### config.mk
export PLATFORM = sky130hd
export DESIGN_NAME = hsv_core_flush_responder
export DESIGN_NICKNAME = d
export VERILOG_FILES = /design/src/rtl/hsv_core_pkg.sv /design/src/rtl/hsv_core_flush_outstanding_ctr.sv /design/src/rtl/hsv_core_flush_responder.sv
export SDC_FILE = /design/constraint.sdc
export NUM_CORES = 1
export LEC_CHECK = 0
export BUFFER_PORTS_ARGS = -buffer_cell sky130_fd_sc_hd__buf_4
export CAP_MARGIN = 25
export CORE_ASPECT_RATIO = 0.5
export CORE_MARGIN = 4
export CORE_UTILIZATION = 52
export CTS_BUF_LIST = sky130_fd_sc_hd__clkbuf_8
export DETAILED_ROUTE_END_ITERATION = 16
export PLACE_DENSITY = 0.87
export SKIP_CTS_REPAIR_TIMING = 1
export SLEW_MARGIN = 20
export SYNTH_ARGS = -nofsm -noshare
export SYNTH_HDL_FRONTEND = slang
export SYNTH_HIERARCHICAL = 1
export SYNTH_SLANG_ARGS = --single-unit
### constraint.sdc
create_clock -name clk_core -period 4.5 [get_ports clk_core]
set_clock_uncertainty 0.05 [all_clocks]
set_input_delay 0.225 -clock clk_core [delete_from_list [all_inputs] [get_ports clk_core]]
set_output_delay 0.225 -clock clk_core [all_outputs]
set_load 0.02 [all_outputs]
### src/rtl/hsv_core_pkg.sv
// Shared core types: machine word width and the flush responder state encoding.
package hsv_core_pkg;

  localparam int WORD_W = 32;

  typedef logic [WORD_W-1:0] word_t;

  typedef enum logic [1:0] {
    FLUSH_RUN     = 2'd0,
    FLUSH_DRAIN   = 2'd1,
    FLUSH_ACK     = 2'd2,
    FLUSH_RELEASE = 2'd3
  } flush_state_t;

endpackage

### src/rtl/hsv_core_flush_outstanding_ctr.sv
// Up/down counter of in-flight fetch-bus requests; saturates at 0 and MAX and flags illegal moves.
module hsv_core_flush_outstanding_ctr #(
  parameter int MAX_OUTSTANDING = 4,
  parameter int CNT_W           = $clog2(MAX_OUTSTANDING + 1)
) (
  input  logic             clk_core,
  input  logic             rst_core_n,
  input  logic             inc,
  input  logic             dec,
  output logic [CNT_W-1:0] count,
  output logic             is_zero
);

  localparam logic [CNT_W-1:0] MAX_V = CNT_W'(MAX_OUTSTANDING);

  always_ff @(posedge clk_core) begin
    if (!rst_core_n) begin
      count <= '0;
    end else begin
      case ({inc, dec})
        2'b10:   if (count != MAX_V) count <= count + 1'b1;
        2'b01:   if (count != '0)    count <= count - 1'b1;
        default: count <= count;
      endcase
    end
  end

  assign is_zero = (count == '0);

  always_ff @(posedge clk_core) begin
    if (rst_core_n) begin
      assert (!(inc && !dec && count == MAX_V))
        else $error("outstanding counter overflow");
      assert (!(dec && !inc && count == '0))
        else $error("outstanding counter underflow");
    end
  end

endmodule

### src/rtl/hsv_core_flush_responder.sv
// Responder side of the core flush handshake: halt fetch, kill pipe, drain the bus, ack, redirect PC.
module hsv_core_flush_responder
  import hsv_core_pkg::*;
#(
  parameter int MAX_OUTSTANDING  = 4,
  parameter int MIN_DRAIN_CYCLES = 3
) (
  input  logic              clk_core,
  input  logic              rst_core_n,
  input  logic              flush_req,
  input  logic [WORD_W-1:0] flush_target,
  output logic              flush_ack,
  output logic              flush_o,
  output logic              fetch_halt,
  input  logic              mem_req_fire,
  input  logic              mem_rsp_fire,
  output logic              rsp_discard,
  output logic              pc_load,
  output logic [WORD_W-1:0] pc_load_value
);

  localparam int CNT_W = $clog2(MAX_OUTSTANDING + 1);
  localparam int DW    = (MIN_DRAIN_CYCLES > 1) ? $clog2(MIN_DRAIN_CYCLES) : 1;
  localparam logic [DW-1:0] DRAIN_INIT = DW'(MIN_DRAIN_CYCLES - 1);

  flush_state_t     state;
  logic [DW-1:0]    drain_cnt;
  logic [CNT_W-1:0] outstanding;
  logic             out_zero;

  hsv_core_flush_outstanding_ctr #(
    .MAX_OUTSTANDING (MAX_OUTSTANDING),
    .CNT_W           (CNT_W)
  ) u_ctr (
    .clk_core   (clk_core),
    .rst_core_n (rst_core_n),
    .inc        (mem_req_fire),
    .dec        (mem_rsp_fire),
    .count      (outstanding),
    .is_zero    (out_zero)
  );

  // ACK waits on the registered count, so a response retiring this cycle is seen one cycle later.
  always_ff @(posedge clk_core) begin
    if (!rst_core_n) begin
      state         <= FLUSH_RUN;
      drain_cnt     <= '0;
      pc_load_value <= '0;
    end else begin
      case (state)
        FLUSH_RUN: begin
          if (flush_req) begin
            state     <= FLUSH_DRAIN;
            drain_cnt <= DRAIN_INIT;
          end
        end
        FLUSH_DRAIN: begin
          if (drain_cnt != '0)  drain_cnt <= drain_cnt - 1'b1;
          else if (out_zero)    state     <= FLUSH_ACK;
        end
        FLUSH_ACK: begin
          // Target can be rewritten while the requester parks in ACK (e.g. wfi then trap).
          pc_load_value <= flush_target;
          if (!flush_req) state <= FLUSH_RELEASE;
        end
        FLUSH_RELEASE: begin
          if (flush_req) begin
            state     <= FLUSH_DRAIN;
            drain_cnt <= DRAIN_INIT;
          end else begin
            state     <= FLUSH_RUN;
          end
        end
        default: state <= FLUSH_RUN;
      endcase
    end
  end

  assign flush_o     = (state == FLUSH_DRAIN);
  assign flush_ack   = (state == FLUSH_ACK);
  assign pc_load     = (state == FLUSH_RELEASE);
  assign fetch_halt  = (state != FLUSH_RUN);
  assign rsp_discard = (state != FLUSH_RUN);

  always_ff @(posedge clk_core) begin
    if (rst_core_n) begin
      assert (!(state == FLUSH_DRAIN && !flush_req))
        else $error("flush_req dropped before flush_ack");
      assert (int'(outstanding) <= MAX_OUTSTANDING)
        else $error("outstanding count out of range");
    end
  end

endmodule
==> flow_metrics.py, run 1 <==
metrics = {
    "sta": {
        "timing_hold_violations_final": 0,
        "max_slew.worst_pin.slew_ps": 518.6,
        "max_fclk_mhz": 558.2,
        "setup_violations": 0,
        "timing.final.crit_share_pct": 39.81,
        "period_needed_ps": 1791,
        "drv_slew": 0,
        "setup-tns-final_ps": 0,
        "slew_headroom_pct": 65.43,
        "rsz0062_at_grt": "false",
    },
    "worst_setup_path": {
        "timing_worst_setup_path_type": "flip-flop to output port",
        "cp.required_ps": 4220,
        "r2r_slack_ps": 2720,
        "critPathLaunchType": "flip-flop",
        "crit_arrival_ps": 1520,
        "worstReg2RegEnd": "u_ctr/count[2]",
        "cp_slowest_cell": "sky130_fd_sc_hd__ha_2",
        "endpoint_kind": "output port",
        "cpLargestDelayFamily": "adder cells",
        "crit_cells": 3,
        "critPathMaxFanout": 18,
        "path_buf_inv": 2,
        "ff2ff_path_depth": 5,
        "maximum_single_stage_delay_on_the_critical_path_ps": 530,
        "r2r-start": "u_ctr/count[0]",
        "path_cells": "inv_1 > ha_2 > buf_4",
    },
    "clock_network": {
        "cts.clk_slew.worst_paths_ps": 80,
        "cts_inserted_buffers": 5,
        "clock_tree.htree_level_count": 2,
        "cts_root_buf": "sky130_fd_sc_hd__clkbuf_8",
        "clk_latency_ps": 290,
        "tritoncts": "done",
        "clock_sinks": 39,
        "clock_tree.buffer_depth": 2,
    },
    "run_status": {
        "run_status": "complete, no violations",
    },
    "drt": {
        "first_pass_iters": 4,
        "routed_wire_length_per_instance_um": 14.58,
        "viasPerCell": 5.205,
        "number_of_remaining_drc_errors": 0,
        "initialDrtViolationCount": 52,
        "detail_route.wirelength_mm": 3.980,
        "drt.antenna.violating_nets": 0,
        "via_count": 1421,
    },
    "synth": {
        "syn-instance-count": 158,
        "ys_flop_type": "sky130_fd_sc_hd__dfxtp_1",
        "count_of_distinct_cell_types_in_the_synthesized_netlist": 35,
        "synth.top_cells.by_area": "sky130_fd_sc_hd__dfxtp_1 (48%), sky130_fd_sc_hd__mux2i_1 (20%), sky130_fd_sc_hd__nor2_1 (7.6%)",
        "synthesis.area_per_instance_um2": 10.30,
        "synth_nets": 201,
        "synth_top_area_share_pct": 47.96,
        "synthMostInstantiatedCell": "sky130_fd_sc_hd__dfxtp_1",
        "ys_warn_count": 6,
        "ys_seq_area_share_pct": 47.96,
        "synth.ff_latch_count": 39,
        "netlist_top_cells_count": "sky130_fd_sc_hd__dfxtp_1 (39), sky130_fd_sc_hd__mux2i_1 (33), sky130_fd_sc_hd__nor2_1 (33)",
        "synth_enable_flop_cells": 0,
        "postSynth.asyncResetShare_pct": 0,
        "cell_area_after_synthesis_um2": 1628,
        "synth.largest_area_cell": "sky130_fd_sc_hd__dfxtp_1",
    },
    "worst_hold_path": {
        "hold_path_class": "input port to flip-flop",
        "whs_path_depth": 3,
        "hold_path.startpoint": "flush_target[19]",
        "min_to": "pc_load_value[19]",
    },
    "finish": {
        "area_of_the_multi_input_gates_um2": 770.7,
        "insertedDiodeCount": 0,
        "utilization_pct": 78.03,
        "sequential_cell_area_um2": 780.7,
        "fillCellCount": 200,
        "syn_to_final_growth_pct": 43.58,
        "final_net_count": 275,
        "layout-drive-gt1-share_pct": 38.63,
    },
    "floorplanning": {
        "die-width_um": 87.13,
        "i_o_pin_cnt": 74,
        "std_cell_rows": 14,
        "die-area_um2": 4144,
        "design.core.area_um2": 2995,
        "start_util_pct": 54.34,
        "fp.dieH_um": 47.57,
    },
    "pwr": {
        "seqPwrFrac_pct": 34.8,
        "max_ir_drop_vdd_mv": 0.3877,
        "p_per_area_nw_per_um2": 575.1,
        "share_clk_of_total_power_pct": 18.8,
        "combPwrFrac_pct": 46.4,
        "p_leak_nw": 1.016,
        "sw_frac_of_total_pct": 37.66,
        "p_int_uw": 838.1,
        "switching_power_uw": 506.2,
    },
    "run": {
        "maxCapViolations": 0,
    },
    "global_route": {
        "grt_start_max_net_pins": 39,
        "vias_in_the_first_global_route": 1359,
        "globalRouteOverflowTotal": 0,
        "grt_util_all_layers_pct": 18.46,
        "grt_pass1_wl_mm": 5.823,
        "grt_antenna_before_repair": 0,
    },
    "placed_design": {
        "place.port_buffers": 73,
        "hpwlAfterDp_mm": 2.688,
        "place.gp.congestion": 0.7332,
    },
}
[sequential cells by signal, indices dropped and copies added (netlist names)]
| register | count |
|---|---|
| drain_cnt | 2 |
| pc_load_value | 32 |
| state | 2 |
| u_ctr/count | 3 |
[tightest hold or removal path, delay by kind of cell]
family,cells,cell delay (ps)
buffers and inverters,1,70
and+or+nand+nor,1,70
muxes,1,50
[kinds of logic (layout without fill, tap and decap cells)]
group | count (synthesis) | in the layout | synth area share (%)
AO/OA/AOI/OAI | 19 | 19 | 8.687
flip-flops | 39 | 39 | 47.96
buffers and inverters | 17 | 92 | 4.842
multiplexers | 33 | 33 | 20.29
AND/OR/NAND/NOR | 42 | 42 | 11.61
XOR/XNOR | 2 | 2 | 1.538
adder cells (fa/ha/maj) | 6 | 6 | 5.073
[metal layers]
| layer | vias to the layer above | GRT usage (%) | share of wire (%) |
|---|---|---|---|
| met5 | - | 0 | 0 |
| met2 | 37 | 36.80 | 56 |
| met4 | 0 | 6.422 | 1.6 |
| met3 | 9 | 5.498 | 4.6 |
| met1 | 695 | 19.44 | 38 |
| li1 | 680 | - | - |
[final cells by class]
cell class / instances / area share (%)
Sequential cell: 39 / 33.40
Clock buffer: 6 / 3.533
Inverter: 9 / 1.445
Timing Repair Buffer: 75 / 25.80
Multi-Input combinational cell: 102 / 32.98
Tap cell: 40 / 2.141
Clock inverter: 2 / 0.6959
[worst max-delay path by stage]
stage,from,to,slack (ps)
3_5_place_dp,state[0],state[1],2290
2_1_floorplan,state[0],drain_cnt[0],2890
3_3_place_gp,state[0],state[1],2400
5_1_grt,u_ctr/count[0],u_ctr/count[2],2590
4_1_cts,state[0],flush_ack,2280
6_report,state[0],flush_ack,2710
[power groups by stage]
stage,clock [mW],combinational [mW],sequential (mW)
floorplan,0,0.340,0.535
global placement,0,0.568,0.471
detailed placement,0,0.588,0.474
CTS,0.257,0.594,0.467
global route,0.272,0.670,0.477
finish,0.253,0.623,0.468
[cells in the final DEF, fill, tap and decap left out, drive strengths merged, types with 3 or more instances in the layout]
master | synthesis | final
o21ai | 3 | 3
inv | 8 | 8
a21oi | 5 | 5
buf | 5 | 75
dfxtp | 39 | 39
ha | 5 | 5
nor2 | 33 | 33
clkbuf | 3 | 6
mux2i | 33 | 33
[through the flow]
step	power, mW	cell area (µm²)	setup slack [ps]	cells	hold WS [ps]
after floorplan	0.8752	1628	2886	158	306.2
after global placement	1.039	2183	2404	263	408.1
after detailed placement	1.061	2183	2294	263	417.1
after CTS	1.319	2282	2278	271	110.3
after global routing	1.419	2337	2587	273	120.4
final	1.344	2337	2709	273	111.9
Power figures use the tool's default switching activity.
==> inputs of run 2 (changes only) <==
--- a/config.mk
+++ b/config.mk
@@ -9,10 +9,10 @@
 export CAP_MARGIN = 25
 export CORE_ASPECT_RATIO = 0.5
 export CORE_MARGIN = 4
-export CORE_UTILIZATION = 52
+export CORE_UTILIZATION = 43
 export CTS_BUF_LIST = sky130_fd_sc_hd__clkbuf_8
 export DETAILED_ROUTE_END_ITERATION = 16
-export PLACE_DENSITY = 0.87
+export PLACE_DENSITY = 0.77
 export SKIP_CTS_REPAIR_TIMING = 1
 export SLEW_MARGIN = 20
 export SYNTH_ARGS = -nofsm -noshare
==> constraint.sdc (replaced) <==
create_clock -name clk_core -period 1.6 [get_ports clk_core]
set_clock_uncertainty 0.05 [all_clocks]
set_input_delay 0.08 -clock clk_core [delete_from_list [all_inputs] [get_ports clk_core]]
set_output_delay 0.08 -clock clk_core [all_outputs]
set_load 0.02 [all_outputs]
==> run 2 against run 1 <==
Design area up 7.2%. Critical endpoint is now drain_cnt[0]. The run now ends with negative hold slack left. Sequential share of layout area down 2.1 points. Global-route usage down 2.1 points. Critical path depth up 2. Non-clock buffer count up 17. Setup slack worse by 2700 ps. Utilization down 7.0 points.
==> flow_metrics.py, run 2 (synthesis results as in run 1) <==
metrics = {
    "run_status": {
        "run_status": "complete, but fails checks",
        "violated_checks": "negative hold slack",
    },
    "floorplanning": {
        "start_util_pct": 46.13,
        "fp.dieH_um": 51.51,
        "i_o_pin_cnt": 74,
        "std_cell_rows": 15,
        "die-width_um": 95.01,
        "design.core.area_um2": 3528,
        "die-area_um2": 4893,
    },
    "worst_hold_path": {
        "hold_path_class": "input port to flip-flop",
    },
    "clock_network": {
        "cts_root_buf": "sky130_fd_sc_hd__clkbuf_8",
        "clock_tree.htree_level_count": 2,
        "cts_inserted_buffers": 5,
        "clock_sinks": 39,
        "cts.clk_slew.worst_paths_ps": 80,
        "clock_tree.buffer_depth": 2,
        "tritoncts": "done",
        "clk_latency_ps": 290,
    },
    "worst_setup_path": {
        "endpoint_kind": "flip-flop",
        "r2r_slack_ps": 40,
        "cp-startpoint": "state[0]",
        "critPathLaunchType": "flip-flop",
        "crit_arrival_ps": 1720,
        "endpoint": "drain_cnt[0]",
        "worstReg2RegEnd": "drain_cnt[0]",
        "timing_worst_setup_path_type": "flip-flop to flip-flop",
        "r2r-start": "state[0]",
        "cp.required_ps": 1760,
        "ff2ff_path_depth": 5,
        "critPathMaxFanout": 3,
    },
    "sta": {
        "setup-tns-final_ps": 0,
        "setup_violations": 0,
        "post-route-worst-setup-slack_ps": 38.95,
        "slew_headroom_pct": 71.98,
        "timing.final.crit_share_pct": 97.57,
        "max_slew.worst_pin.slew_ps": 417.7,
        "fin_worst_hold_slack_ps": -24.28,
        "period_needed_ps": 1561,
        "timing_hold_violations_final": 19,
        "drv_slew": 0,
        "rsz0062_at_grt": "true",
        "max_fclk_mhz": 640.6,
    },
    "finish": {
        "final_common_cell": "sky130_fd_sc_hd__buf_4",
        "insertedDiodeCount": 0,
        "final_net_count": 292,
        "biggestRegsByFlops": "pc_load_value: 32 flops, u_ctr/count: 3 flops",
        "max_flop_register": "pc_load_value",
        "syn_to_final_growth_pct": 53.88,
        "layout_common_cells": "sky130_fd_sc_hd__buf_4 (80), sky130_fd_sc_hd__dfxtp_1 (37), sky130_fd_sc_hd__mux2i_1 (33), sky130_fd_sc_hd__nor2_1 (33), sky130_fd_sc_hd__dlygate4sd3_1 (10)",
        "layout-drive-gt1-share_pct": 40.40,
        "post_layout_nonfiller_instances": 301,
        "largest_register_ff_count": 32,
    },
    "drt": {
        "initialDrtViolationCount": 15,
        "drt.antenna.violating_nets": 0,
        "viasPerCell": 4.757,
        "first_pass_iters": 4,
        "number_of_remaining_drc_errors": 0,
        "routed_wire_length_per_instance_um": 13.04,
        "via_count": 1432,
        "detail_route.wirelength_mm": 3.926,
    },
    "placed_design": {
        "dpl.cell_count": 282,
        "place.gp.congestion": 0.7158,
        "place_worst_setup_slack_ps": 9.285,
        "place.port_buffers": 73,
        "hpwlAfterDp_mm": 2.925,
    },
    "pwr": {
        "fin_total_pwr_mw": 3.964,
        "max_ir_drop_vdd_mv": 0.6923,
        "p_per_area_nw_per_um2": 1583,
        "p_leak_nw": 1.094,
    },
    "global_route": {
        "grt_util_all_layers_pct": 16.32,
        "grt_start_max_net_pins": 21,
        "vias_in_the_first_global_route": 1401,
        "grt_pass1_wl_mm": 6.189,
        "grt_antenna_before_repair": 0,
        "globalRouteOverflowTotal": 0,
    },
    "run": {
        "maxCapViolations": 0,
    },
}
-- run 2: changes by cell type in the layout (fill, tap and decap cells not counted), sizes merged --
cell	previous run	this run
bufinv	0	1
clkinv	2	3
buf	75	82
clkbuf	6	5
dlygate4sd3	0	10
clkinvlp	1	0
-- run 2: through the flow --
stage | utilization (%) | instance area, µm²
3_5_place_dp | 63.97 | 2257
3_3_place_gp | 63.97 | 2257
6_report | 70.99 | 2505
4_1_cts | 67.16 | 2370
5_1_grt | 70.99 | 2505
2_1_floorplan | - | 1630
-- run 2: how the worst min path moves through the flow --
| stage | startpoint | endpoint | slack [ps] | cells after the start |
|---|---|---|---|---|
| floorplan | rst_core_n | u_ctr/count[2] | 160 | 1 |
| global placement | flush_target[8] | pc_load_value[8] | 260 | 3 |
| detailed placement | flush_target[1] | pc_load_value[1] | 280 | 3 |
| CTS | flush_target[12] | pc_load_value[12] | -30 | 3 |
| global route | flush_target[28] | pc_load_value[28] | 0.3 | 3 |
| finish | flush_target[2] | pc_load_value[2] | -20 | 3 |
-- run 2: area by class of cell --
type	instances	area, µm²
Clock buffer	5	68.82
Tap cell	51	63.81
Sequential cell	39	783.3
Inverter	9	33.78
Clock inverter	3	43.79
Timing Repair Buffer	92	723.2
Multi-Input combinational cell	102	788.3
Fill cell	279	1023
-- run 2: critical path: stages, from the launching register on --
cell and delay [ps]:
sky130_fd_sc_hd__dfxtp_1 320, sky130_fd_sc_hd__buf_4 140, sky130_fd_sc_hd__ha_1 220, sky130_fd_sc_hd__o2bb2ai_1 150, sky130_fd_sc_hd__or4b_1 480, sky130_fd_sc_hd__a21oi_1 130
-- run 2: metal layers --
metal  routed length [µm]  up-vias  GRT usage (%)
li1                     -      716              -
met1                 1571      681          17.57
met2                 2141       28          31.74
met3                  160        7          4.480
met4                   53        0          4.306
met5                    0        -              0
-- run 2: where the power goes --
part / total (mW) / internal (mW) / switching [mW] / leakage (nW)
Sequential: 1.30 / 1.19 / 0.115 / 0.318
Combinational: 1.85 / 0.911 / 0.943 / 0.718
Clock: 0.807 / 0.464 / 0.343 / 0.0581
==> inputs of run 3 (changes only) <==
--- a/config.mk
+++ b/config.mk
@@ -13,6 +13,7 @@
 export CTS_BUF_LIST = sky130_fd_sc_hd__clkbuf_8
 export DETAILED_ROUTE_END_ITERATION = 16
 export PLACE_DENSITY = 0.77
+export RECOVER_POWER = 100
 export SKIP_CTS_REPAIR_TIMING = 1
 export SLEW_MARGIN = 20
 export SYNTH_ARGS = -nofsm -noshare
==> run 3 against run 2 <==
The run still ends with negative hold slack left. Total power fell by 3.7%. Flip-flop and latch count did not move. Largest power group unchanged. Largest cell class unchanged. Sequential share of layout area rose by 1.7 points. Utilization fell by 3.6 points. Sequential power barely moved. Routed wire length barely moved.
==> flow_metrics.py, run 3 (synthesis results as in run 1) <==
metrics = {
    "sta": {
        "setup_violations": 0,
        "fin_worst_hold_slack_ps": -25.59,
        "drv_slew": 0,
        "timing.final.crit_share_pct": 97.63,
        "post-route-worst-setup-slack_ps": 37.96,
        "slew_headroom_pct": 71.65,
        "max_fclk_mhz": 640.2,
        "rsz0062_at_grt": "true",
        "period_needed_ps": 1562,
        "timing_hold_violations_final": 19,
        "max_slew.worst_pin.slew_ps": 422.6,
    },
    "floorplanning": {
        "std_cell_rows": 15,
        "fp.dieH_um": 51.51,
        "design.core.area_um2": 3528,
        "i_o_pin_cnt": 74,
        "start_util_pct": 46.13,
        "die-width_um": 95.01,
        "die-area_um2": 4893,
    },
    "run_status": {
        "violated_checks": "negative hold slack",
        "run_status": "complete, but fails checks",
    },
    "finish": {
        "fillCellCount": 319,
        "biggestRegsByFlops": "pc_load_value: 32 flops, u_ctr/count: 3 flops",
        "layout-drive-gt1-share_pct": 26.80,
        "area_of_the_multi_input_gates_um2": 788.3,
        "post-route-cell-area_um2": 2377,
        "syn_to_final_growth_pct": 46.04,
        "insertedDiodeCount": 0,
        "sequential_cell_area_um2": 783.3,
        "final_net_count": 292,
        "final_common_cell": "sky130_fd_sc_hd__buf_4",
        "utilization_pct": 67.38,
        "max_flop_register": "pc_load_value",
        "layout_common_cells": "sky130_fd_sc_hd__buf_4 (46), sky130_fd_sc_hd__dfxtp_1 (37), sky130_fd_sc_hd__clkbuf_1 (34)",
        "largest_register_ff_count": 32,
    },
    "worst_setup_path": {
        "critPathLaunchType": "flip-flop",
        "r2r_slack_ps": 40,
        "r2r-start": "state[0]",
        "endpoint": "drain_cnt[0]",
        "crit_cells": 5,
        "path_buf_inv": 1,
        "cp_slowest_cell": "sky130_fd_sc_hd__or4b_1",
        "cpLargestDelayFamily": "simple AND/OR/NAND/NOR gates",
        "cp-startpoint": "state[0]",
        "ff2ff_path_depth": 5,
        "crit_arrival_ps": 1720,
        "maximum_single_stage_delay_on_the_critical_path_ps": 480,
        "worstReg2RegEnd": "drain_cnt[0]",
        "cp.required_ps": 1760,
        "timing_worst_setup_path_type": "flip-flop to flip-flop",
        "path_cells": "buf_4 > ha_1 > o2bb2ai_1 > or4b_1 > a21oi_1",
        "critPathMaxFanout": 3,
        "endpoint_kind": "flip-flop",
    },
    "clock_network": {
        "clock_tree.htree_level_count": 2,
        "cts.clk_slew.worst_paths_ps": 80,
        "cts_inserted_buffers": 5,
        "clock_tree.buffer_depth": 2,
        "tritoncts": "done",
        "cts_root_buf": "sky130_fd_sc_hd__clkbuf_8",
        "clk_latency_ps": 290,
        "clock_sinks": 39,
    },
    "drt": {
        "number_of_remaining_drc_errors": 0,
        "viasPerCell": 4.751,
        "drt.antenna.violating_nets": 0,
        "via_count": 1430,
        "initialDrtViolationCount": 15,
        "first_pass_iters": 4,
        "routed_wire_length_per_instance_um": 13.04,
        "detail_route.wirelength_mm": 3.925,
    },
    "global_route": {
        "grt_pass1_wl_mm": 6.189,
        "globalRouteOverflowTotal": 0,
        "grt_util_all_layers_pct": 16.32,
        "grt_antenna_before_repair": 0,
        "vias_in_the_first_global_route": 1401,
        "grt_start_max_net_pins": 21,
    },
    "pwr": {
        "fin_total_pwr_mw": 3.819,
        "max_ir_drop_vdd_mv": 0.6710,
        "p_leak_nw": 0.9505,
        "p_per_area_nw_per_um2": 1606,
    },
    "placed_design": {
        "place_worst_setup_slack_ps": 9.285,
        "place.gp.congestion": 0.7158,
        "place.port_buffers": 73,
        "hpwlAfterDp_mm": 2.925,
        "placedInstanceArea_um2": 2257,
    },
    "worst_hold_path": {
        "hold_path_class": "input port to flip-flop",
        "whs_path_depth": 3,
        "hold_path.startpoint": "flush_target[2]",
    },
    "run": {
        "maxCapViolations": 0,
    },
}
[run 3: cell types whose count changed in the layout (fill, tap and decap cells not counted)]
cell | before | now
sky130_fd_sc_hd__buf_4 | 80 | 46
sky130_fd_sc_hd__clkbuf_1 | 0 | 34
[run 3: report_power, final]
part	internal, mW	total [mW]	switching, mW
clock network	0.464	0.806	0.342
registers	1.19	1.30	0.111
logic	0.768	1.71	0.945
total	2.42	3.82	1.40
[run 3: worst reg2reg max path, stage by stage (launching register included)]
cell and delay (ps):
sky130_fd_sc_hd__dfxtp_1 320, sky130_fd_sc_hd__buf_4 140, sky130_fd_sc_hd__ha_1 220, sky130_fd_sc_hd__o2bb2ai_1 150, sky130_fd_sc_hd__or4b_1 480, sky130_fd_sc_hd__a21oi_1 130
[run 3: worst min-delay path by stage]
stage | endpoint | slack [ps]
final | pc_load_value[2] | -30
after global routing | pc_load_value[28] | 0.3
after CTS | pc_load_value[12] | -30
after detailed placement | pc_load_value[1] | 280
after global placement | pc_load_value[8] | 260
after floorplan | u_ctr/count[2] | 160
[run 3: layer usage]
layer,up-vias,GRT usage (%),share of wire (%)
met3,7,4.480,4.6
li1,716,-,-
met4,0,4.306,1.4
met2,30,31.74,54
met1,677,17.57,40
met5,-,0,0
[run 3: final cells by class]
cell class / count / area share, %
clock inverter: 3 / 1.842
timing repair buffer: 92 / 25.05
clock buffer: 5 / 2.895
inverter: 9 / 1.421
tap: 51 / 2.684
multi-input combinational: 102 / 33.16
sequential: 39 / 32.95
[run 3: per-stage QoR]
stage | instances | setup TNS [ps]
2_1_floorplan | 158 | 0
3_3_place_gp | 282 | 0
3_5_place_dp | 282 | 0
4_1_cts | 290 | -71.02
5_1_grt | 301 | -147.5
6_report | 301 | 0
